## src/rtl/playback_sequencer.sv

```systemverilog
`default_nettype none
// ============================================================================
// Module      : playback_sequencer
// Description : Reads recorded note entries from a buffer and sounds each one
//               for NOTE_CYCLES clocks, prefetching the next entry so that
//               consecutive entries play back without a gap.
// Revision    : 1.0 - initial release
// ============================================================================
module playback_sequencer #(
    parameter int NOTE_CYCLES = 250000,
    parameter int CNT_W       = 18
) (
    input  logic       clk,
    input  logic       rst,
    input  logic       start,
    input  logic       stop,
    input  logic [7:0] rec_len,
    output logic       rd_en,
    output logic [7:0] rd_addr,
    input  logic [5:0] rd_data,
    output logic [2:0] octave,
    output logic [2:0] note,
    output logic       busy,
    output logic       done
);

    typedef enum logic [1:0] {
        IDLE  = 2'd0,
        FETCH = 2'd1,
        WAIT  = 2'd2,
        HOLD  = 2'd3
    } state_t;

    localparam logic [CNT_W-1:0] LAST_CNT     = CNT_W'(NOTE_CYCLES - 1);
    // Read issued so that its data arrives on the final hold cycle.
    localparam logic [CNT_W-1:0] PREFETCH_CNT = CNT_W'(NOTE_CYCLES - 3);
    localparam logic [CNT_W-1:0] CNT_MAX      = {CNT_W{1'b1}};

    state_t           state;
    logic [CNT_W-1:0] cnt;
    logic [7:0]       idx;
    logic [7:0]       len;
    logic             start_q;
    logic             start_armed;
    logic             start_edge;
    logic             last_entry;

    // After reset the start line must be seen low before an edge counts.
    assign start_edge = start & ~start_q & start_armed;
    assign last_entry = (idx == 8'(len - 8'd1));

    always_ff @(posedge clk or posedge rst) begin
        if (rst) begin
            state       <= IDLE;
            cnt         <= '0;
            idx         <= '0;
            len         <= '0;
            start_q     <= 1'b0;
            start_armed <= 1'b0;
            rd_en       <= 1'b0;
            rd_addr     <= '0;
            octave      <= '0;
            note        <= '0;
            busy        <= 1'b0;
            done        <= 1'b0;
        end else begin
            start_q <= start;
            if (!start) begin
                start_armed <= 1'b1;
            end
            rd_en <= 1'b0;
            done  <= 1'b0;

            if (state == IDLE) begin
                if (start_edge && !stop) begin
                    if (rec_len == 8'd0) begin
                        done <= 1'b1;
                    end else begin
                        len     <= rec_len;
                        idx     <= '0;
                        busy    <= 1'b1;
                        rd_en   <= 1'b1;
                        rd_addr <= '0;
                        state   <= FETCH;
                    end
                end
            end else if (stop) begin
                octave <= '0;
                note   <= '0;
                busy   <= 1'b0;
                cnt    <= '0;
                state  <= IDLE;
            end else begin
                case (state)
                    FETCH: begin
                        state <= WAIT;
                    end
                    WAIT: begin
                        {octave, note} <= rd_data;
                        cnt            <= '0;
                        state          <= HOLD;
                    end
                    HOLD: begin
                        if (cnt == LAST_CNT) begin
                            cnt <= '0;
                            if (last_entry) begin
                                octave <= '0;
                                note   <= '0;
                                busy   <= 1'b0;
                                done   <= 1'b1;
                                state  <= IDLE;
                            end else begin
                                {octave, note} <= rd_data;
                                idx            <= idx + 8'd1;
                            end
                        end else begin
                            if (cnt != CNT_MAX) begin
                                cnt <= cnt + 1'b1;
                            end
                            if (cnt == PREFETCH_CNT && !last_entry) begin
                                rd_en   <= 1'b1;
                                rd_addr <= idx + 8'd1;
                            end
                        end
                    end
                    default: begin
                        state <= IDLE;
                    end
                endcase
            end
        end
    end

endmodule
`default_nettype wire

```

## config.mk

```make
export PLATFORM = sky130hd
export DESIGN_NAME = playback_sequencer
export DESIGN_NICKNAME = d
export VERILOG_FILES = /design/src/rtl/playback_sequencer.sv
export SDC_FILE = /design/constraint.sdc
export NUM_CORES = 1
export LEC_CHECK = 0
export BUFFER_PORTS_ARGS = -buffer_cell sky130_fd_sc_hd__buf_4
export CAP_MARGIN = 20
export CORE_MARGIN = 1.5
export CORE_UTILIZATION = 55
export DETAILED_ROUTE_END_ITERATION = 16
export PLACE_DENSITY_LB_ADDON = 0.05
export SLEW_MARGIN = 5
export SYNTH_ARGS = -nofsm -noshare
export SYNTH_HDL_FRONTEND = slang
export SYNTH_SLANG_ARGS = --single-unit
```

## constraint.sdc

```tcl
create_clock -name clk -period 7.6 [get_ports clk]
set_clock_uncertainty 0.1 [all_clocks]
set_input_delay 1.52 -clock clk [delete_from_list [all_inputs] [get_ports clk]]
set_output_delay 1.52 -clock clk [all_outputs]
set_load 0.1 [all_outputs]
```

# Word-level counts from Yosys, hierarchy flattened
# Index checks and enable logic that the tools add are counted.
# Widths: inputs -> output; s select.
[op_classes] muxes=52 n_reduce_logical=20 addsub=3 eq_ne=16 bitwise_logic=5
[ops] operator="$mux 8" n=12
[ops] operator="$mux 18" n=3
[ops] operator="$eq 18x18->1 const B" n=2
[ops] operator="$pmux 18 s2" n=1
[ops] operator="$mux 1" n=21
[ops] operator="$add 18x1->18 const B" n=1
[ops] operator="$mux 3" n=6
[ops] operator="$ne 18x18->1 const B" n=1
[ops] operator="$mux 2" n=6
[ops] operator="$ne 4x4->1 const B" n=3
[ops] operator="$pmux 3 s2" n=2
[ops] operator="$reduce_and 6->1" n=2
[ops] operator="$reduce_bool 3->1" n=4
[ops] operator="$reduce_and 3->1" n=3
[ops] operator="$add 8x1->8 const B" n=1
[ops] operator="$eq 8x8->1" n=1
[ops] operator="$logic_not 8->1" n=1
[ops] operator="$sub 8x1->8 const B" n=1
[ops] operator="$ne 2x1->1 const B" n=3
[ops] operator="$pmux 2 s3" n=1
[ops] operator="$reduce_bool 2->1" n=3
[ops] operator="$reduce_and 5->1" n=1
[ops] operator="$eq 2x2->1 const B" n=2
[ops] operator="$ne 2x2->1 const B" n=2
[ops] operator="other kinds (8)" n=13
[word_totals] regBits=55 out_inout_bits=17 wordCells=108 in_bits=18

# Depth between registers and ports, before layout
# Gate-level depths: netlist (run 1).
[logic_depth] word_depth=9 mapped_depth=9

# Worst setup path before layout (run 1)
# No wires, ideal clock.
[synth_path] path_kind="input to register" startpoint="in rec_len[0]" endpoint="reg rd_addr[0]" stages=7 path_slack_ns=4.466 t_arrival_ns=2.957 n_path_buf=0 path_cell_list="nor4_1 -> a21boi_1 -> o21bai_1 -> nor2_1 -> a31oi_2 -> nand2_1 -> o21ai_1"
[synth_between] elab_chain_cells=3
[synth_rtl] element="start: declaration" line="17" rtl="input logic [7:0] rec_len,"
[synth_rtl] element="$logic_not 8->1" line="76" rtl="if (rec_len == 8'd0) begin"
[synth_rtl] element="$ne 2x2->1 (no source line)"
[synth_rtl] element="$reduce_and 6->1 (no source line)"
[synth_rtl] element="end signal: assignment" line="122" rtl="rd_addr <= idx + 8'd1;"
[synth_rtl] element="end: declaration" line="19" rtl="output logic [7:0] rd_addr,"
# Every way passes these cells.
# A chain may end at the register's enable or synchronous reset.

# Worst setup path after layout (run 1)
[layout_path] startpoint="in rec_len[5]" endpoint="reg rd_addr[6]"
# Same word-level chain as after synthesis.

==> impl_metrics.env, run 1 <==
export IMPL_status="finished, final reports clean"
export IMPL_die_x_um=77.7
export IMPL_antenna_found_initial=0
export IMPL_crit_path_end_kind="flop"
export IMPL_critical_path_class="in -> reg"
export IMPL_fin_ws_ns=4.19
export IMPL_synth_area_top_cells="dfrtp_1, xor2_1, nor2_1, ha_1, nand2_1"
export IMPL_drc_errors=0
export IMPL_setup_viol=0
export IMPL_tns_ns=0
export IMPL_min_to="start_armed"
export IMPL_grt_pass1_vias=2277
export IMPL_grt_pass1_wl_um=10600
export IMPL_r2r_start="state[0]"
export IMPL_ant_nets=0
export IMPL_grt_usage=0.218
export IMPL_synth_top_flop_cell="dfrtp_1"
export IMPL_ys_warn_count=0
export IMPL_num_antenna_cells=0
export IMPL_cts_tree="yes"
export IMPL_grt_start_max_net_pins=56
export IMPL_yosys_area_top_type="dfrtp_1"
export IMPL_cts_inserted_buffers=5
export IMPL_postSynthAreaPerCell_um2=9.95
export IMPL_synth_distinct_cells=62
export IMPL_vias=2359
export IMPL_clock_sinks=55
export IMPL_clockBufferDepth=2
export IMPL_final_cell_mix="dfrtp_1, nor2_1, buf_4"
export IMPL_layout_commonest_cell="dfrtp_1"
export IMPL_finalCritPeriodShare=0.448
export IMPL_worstPathRequired_ns=7.75
export IMPL_period_needed_ns=3.41
export IMPL_slew_viol_final=0
export IMPL_worstHoldPathType="reg -> reg"
export IMPL_routabilityCongestion=0.855
export IMPL_netlist_instances=308
export IMPL_cts_root_buf="clkbuf_8"
export IMPL_area_growth_pct=14.2
export IMPL_r2r_slack_ns=4.48
export IMPL_synthArstFlopShare=1.00
export IMPL_synth_edff_count=0
export IMPL_avgViaCountPerCell=5.73
export IMPL_place_area_mm2=0.00338
export IMPL_initial_utilization=0.585
export IMPL_final_nets=368
export IMPL_swShare=0.428
export IMPL_fin_area_mm2=0.00350
export IMPL_place_hpwl_um=4350
export IMPL_syn_cell_area_mm2=0.00307
export IMPL_fin_total_pwr_mw=1.01
export IMPL_cp_arrival_ns=3.56
export IMPL_hp_start="start_armed"
export IMPL_synth_top_cell_area_share=0.449
export IMPL_insertion_delay_ns=0.32
export IMPL_cts_hold_buf=0
export IMPL_rsz0062_at_grt="no"
export IMPL_p_per_area_mw_per_mm2=289
export IMPL_clkPwrFrac=0.198
export IMPL_cts_setup_buffers=0
export IMPL_coreArea_mm2=0.00524
export IMPL_ios=35
export IMPL_cp_max_fo=10
export IMPL_holdWs_ns=0.377
export IMPL_place_ws_ns=3.88
export IMPL_drive_above_1_share=0.199
export IMPL_worstMarginPinSlew_ns=0.703
export IMPL_worstHoldPathCells=1
export IMPL_combPwrFrac=0.422
export IMPL_synth_seq_area_share=0.449
export IMPL_reg2reg_depth=8
export IMPL_wl_per_cell_um=14.7
export IMPL_p_int_mw=0.578
export IMPL_ys_seq_elements=55
export IMPL_first_pass_iters=4
export IMPL_grt_overflow=0
export IMPL_ir_drop_mv=0.246
export IMPL_ctsResizeCount=0
export IMPL_relSlewSlack=0.530
export IMPL_crit_path_start_kind="primary input"
export IMPL_num_rows=26
export IMPL_routed_wl_um=6040
export IMPL_fmax_ghz=0.294
export IMPL_dieArea_mm2=0.00603
export IMPL_p_leak_nw=1.57
export IMPL_cts_max_level=2
export IMPL_drt_iter0_drc=123
export IMPL_pwr_share_seq=0.379
export IMPL_io_buffers=34
export IMPL_hold_viol=0
export IMPL_synth_nets=335
export IMPL_r2r_end="rd_addr[6]"
export IMPL_drv_cap=0
export IMPL_die_h_um=77.7
export IMPL_netSwitchingPower_mw=0.433
export IMPL_path_clk_slew_ns=0.11
[per-layer routing]
layer,global-route usage,routed length [um]
met1,0.290,2860
met2,0.367,2980
met3,0.0318,134
met4,0.0636,67
met5,0,0
[worst max-delay path, stage by stage]
cell,delay (ns)
buf_4,0.11
nor4_1,0.43
a21boi_1,0.16
o21bai_1,0.59
nor2_1,0.11
a31oi_2,0.44
nand2_1,0.09
o21ai_1,0.09
[power groups by stage]
stage	clock, mW	combinational, mW	sequential [mW]
global route	0.217	0.466	0.393
finish	0.201	0.427	0.384
CTS	0.206	0.425	0.384
detailed placement	0	0.424	0.390
global placement	0	0.418	0.390
floorplan	0	0.248	0.474
[synthesized netlist by cell type (all sizes together) (2+ instances only)]
library cell   n
a22o           6
a21boi         2
or4            3
xnor2         11
inv           11
o41ai          2
a211oi         3
or3b           2
o31ai          2
nor3           5
o21ai         10
a31oi          3
and3           5
xor2          20
nand4          7
nor4           7
a32oi          4
nand2b         2
nand2         28
o211ai         5
mux2           8
clkbuf         9
nand3         20
ha             9
a21oi          3
and2           3
dfrtp         55
nor2          36
o32ai          2
and4           3
a22oi          2
[cell type report]
class / instances / area [um^2]
Clock inverter: 3 / 47.5
Clock buffer: 5 / 68.8
Tap cell: 70 / 87.6
Inverter: 12 / 45.0
Multi-Input combinational cell: 231 / 1610
Sequential cell: 55 / 1380
Fill cell: 438 / 1740
Timing Repair Buffer: 36 / 270
[state kept, by name, summed over array words and instances (netlist names)]
name and count:
cnt 18, idx 8, len 8, rd_addr 8, note 3, octave 3, state 2, busy 1
done 1, rd_en 1, start_armed 1, start_q 1
[metrics by stage]
stage / instances / utilization
global route: 412 / 0.668
CTS: 411 / 0.667
finish: 412 / 0.668
global placement: 403 / 0.645
detailed placement: 403 / 0.645
floorplan: 308 / -
[cells by family after synthesis]
kind of cell	count (synthesis)	synth area share
AOI/OAI and AO/OA	54	0.145
xor gates and xnor gates	31	0.0886
adders and majority gates	9	0.0367
buffers and inverters	22	0.0273
DFF	55	0.449
muxes	8	0.0294
and+or+nand+nor	129	0.224
[worst max-delay path by stage]
stage                  to  slack [ns]  cells after the start  startpoint
3_5_place_dp   rd_addr[6]        3.88                      8  rec_len[5]
4_1_cts        rd_addr[6]        4.22                      8  rec_len[5]
6_report       rd_addr[6]        4.19                      8  rec_len[5]
5_1_grt        rd_addr[6]        3.92                      8  rec_len[5]
2_1_floorplan  rd_addr[0]        4.47                      7  rec_len[0]
3_3_place_gp   rd_addr[1]        4.01                      8  rec_len[5]
Power figures use the tool's default switching activity.
==> run 2, diff against run 1 <==
CORE_UTILIZATION = 53   (was 55)
clock period = 3 ns   (was 7.6 ns; I/O delays follow)
==> run 2 against run 1 <==
Critical endpoint is now note[0]. Non-clock buffer count rose by 3. Largest cell class unchanged. Sequential power rose to 2.5 times the previous value. Sequential cell count did not move. Register-to-register slack got worse by 4.2 ns. Cell count rose by 1.2%. Die area rose by 3.6%. Combinational power rose to 2.6 times the previous value. Critical path type is now reg -> reg. Largest power group unchanged. Design area rose by 1.1%. Sequential share of layout area fell by 0.43 points. Clock power rose by 150%. Utilization fell by 3.0 points.
==> impl_metrics.env, run 2 (same netlist as run 1, synthesis figures left out) <==
export IMPL_finalCritPeriodShare=0.916
export IMPL_cp_max_fo=6
export IMPL_ant_nets=0
export IMPL_worstPathRequired_ns=3.09
export IMPL_die_h_um=79.1
export IMPL_insertion_delay_ns=0.30
export IMPL_relSlewSlack=0.562
export IMPL_fill_cells=479
export IMPL_drc_errors=0
export IMPL_fin_area_mm2=0.00354
export IMPL_largest_register="cnt"
export IMPL_critical_path_class="reg -> reg"
export IMPL_fin_util=0.639
export IMPL_grt_overflow=0
export IMPL_p_per_area_mw_per_mm2=737
export IMPL_cts_inserted_buffers=5
export IMPL_fin_total_pwr_mw=2.61
export IMPL_ios=35
export IMPL_p_int_mw=1.51
export IMPL_coreArea_mm2=0.00554
export IMPL_worstMarginPinSlew_ns=0.651
export IMPL_cts_hold_buf=0
export IMPL_drive_above_1_share=0.206
export IMPL_place_area_mm2=0.00342
export IMPL_tns_ns=0
export IMPL_cts_tree="yes"
export IMPL_num_antenna_cells=0
export IMPL_clkPwrFrac=0.192
export IMPL_rsz0062_at_grt="no"
export IMPL_cts_setup_buffers=0
export IMPL_worstHoldPathType="in -> async"
export IMPL_wl_per_cell_um=14.8
export IMPL_path_clk_slew_ns=0.10
export IMPL_fmax_ghz=0.364
export IMPL_grt_start_max_net_pins=30
export IMPL_swShare=0.421
export IMPL_ir_drop_mv=0.587
export IMPL_netSwitchingPower_mw=1.10
export IMPL_drt_iter0_drc=153
export IMPL_fin_ws_ns=0.251
export IMPL_combPwrFrac=0.434
export IMPL_largest_reg_flops=18
export IMPL_finalNonFillerCells=417
export IMPL_p_leak_nw=1.59
export IMPL_period_needed_ns=2.75
export IMPL_num_rows=27
export IMPL_status="finished, final reports clean"
export IMPL_place_ws_ns=0.288
export IMPL_crit_path_end_kind="flop"
export IMPL_register_area_mm2=0.00138
export IMPL_grt_pass1_wl_um=10400
export IMPL_grt_pass1_vias=2313
export IMPL_dpl_cell_count=409
export IMPL_drv_cap=0
export IMPL_first_pass_iters=4
export IMPL_clockBufferDepth=2
export IMPL_grt_usage=0.210
export IMPL_cts_root_buf="clkbuf_8"
export IMPL_vias=2378
export IMPL_io_buffers=34
export IMPL_cts_max_level=2
export IMPL_final_nets=371
export IMPL_routabilityCongestion=0.909
export IMPL_slew_viol_final=0
export IMPL_pwr_share_seq=0.374
export IMPL_crit_path_start_kind="flop"
export IMPL_antenna_found_initial=0
export IMPL_initial_utilization=0.553
export IMPL_routed_wl_um=6170
export IMPL_setup_viol=0
export IMPL_die_x_um=79.1
export IMPL_layout_commonest_cell="dfrtp_1"
export IMPL_holdWs_ns=0.256
export IMPL_place_hpwl_um=4570
export IMPL_ctsResizeCount=0
export IMPL_hold_viol=0
export IMPL_avgViaCountPerCell=5.70
export IMPL_clock_sinks=55
export IMPL_area_growth_pct=15.5
export IMPL_multi_input_area_mm2=0.00161
export IMPL_final_cell_mix="dfrtp_1, buf_4, nor2_1"
export IMPL_dieArea_mm2=0.00625
export IMPL_cp_arrival_ns=2.84
run 2: cell types whose count changed in the layout (fill, tap and decap cells not counted):
cell / change
buf_4: +2
buf_12: +1
clkbuf_8: +1
clkinv_2: +1
clkinv_4: -1
inv_6: -1
run 2: routing by layer:
layer / vias to the layer above / global-route usage / wire length, um
li1: 1183 / - / -
met1: 1157 / 0.269 / 2870
met2: 30 / 0.361 / 3070
met3: 8 / 0.0356 / 129
met4: 0 / 0.0702 / 95
met5: - / 0 / 0
run 2: worst paths after layout:
path | from | end | slack [ns] | cells past startpoint
worst max-delay path | len[0] | note[0] | 0.25 | 9
worst min-delay path | rst | rd_addr[5] | 0.26 | 2
worst max register to register | len[0] | note[0] | 0.25 | 9
worst min register to register | start_armed | start_armed | 0.38 | 1
max in group asynchronous | rst | cnt[0] | 1.99 | 3
min in group clk | start | start_q | 0.32 | 1
run 2: power groups by stage:
stage,combinational (mW),sequential (mW),clock (mW)
floorplan,0.629,1.20,0
global placement,1.11,0.988,0
detailed placement,1.13,0.988,0
CTS,1.13,0.974,0.519
global route,1.22,0.998,0.548
finish,1.13,0.975,0.501
run 2: worst max-delay path, cell delays in order (launching register included):
cell	delay [ns]
dfrtp_1	0.43
inv_1	0.07
ha_1	0.21
or3b_1	0.40
nor4_1	0.22
o2111ai_1	0.20
a211oi_2	0.45
o21ai_1	0.13
o2111a_1	0.22
a22o_1	0.21
run 2: layout make-up:
cell class	instances	share of cell area
clock buffers	6	0.0233
clock inverters	2	0.00990
well taps	72	0.0255
inverters	12	0.0127
flip-flops and latches	55	0.389
multi-input cells	231	0.454
repair buffers	39	0.0862
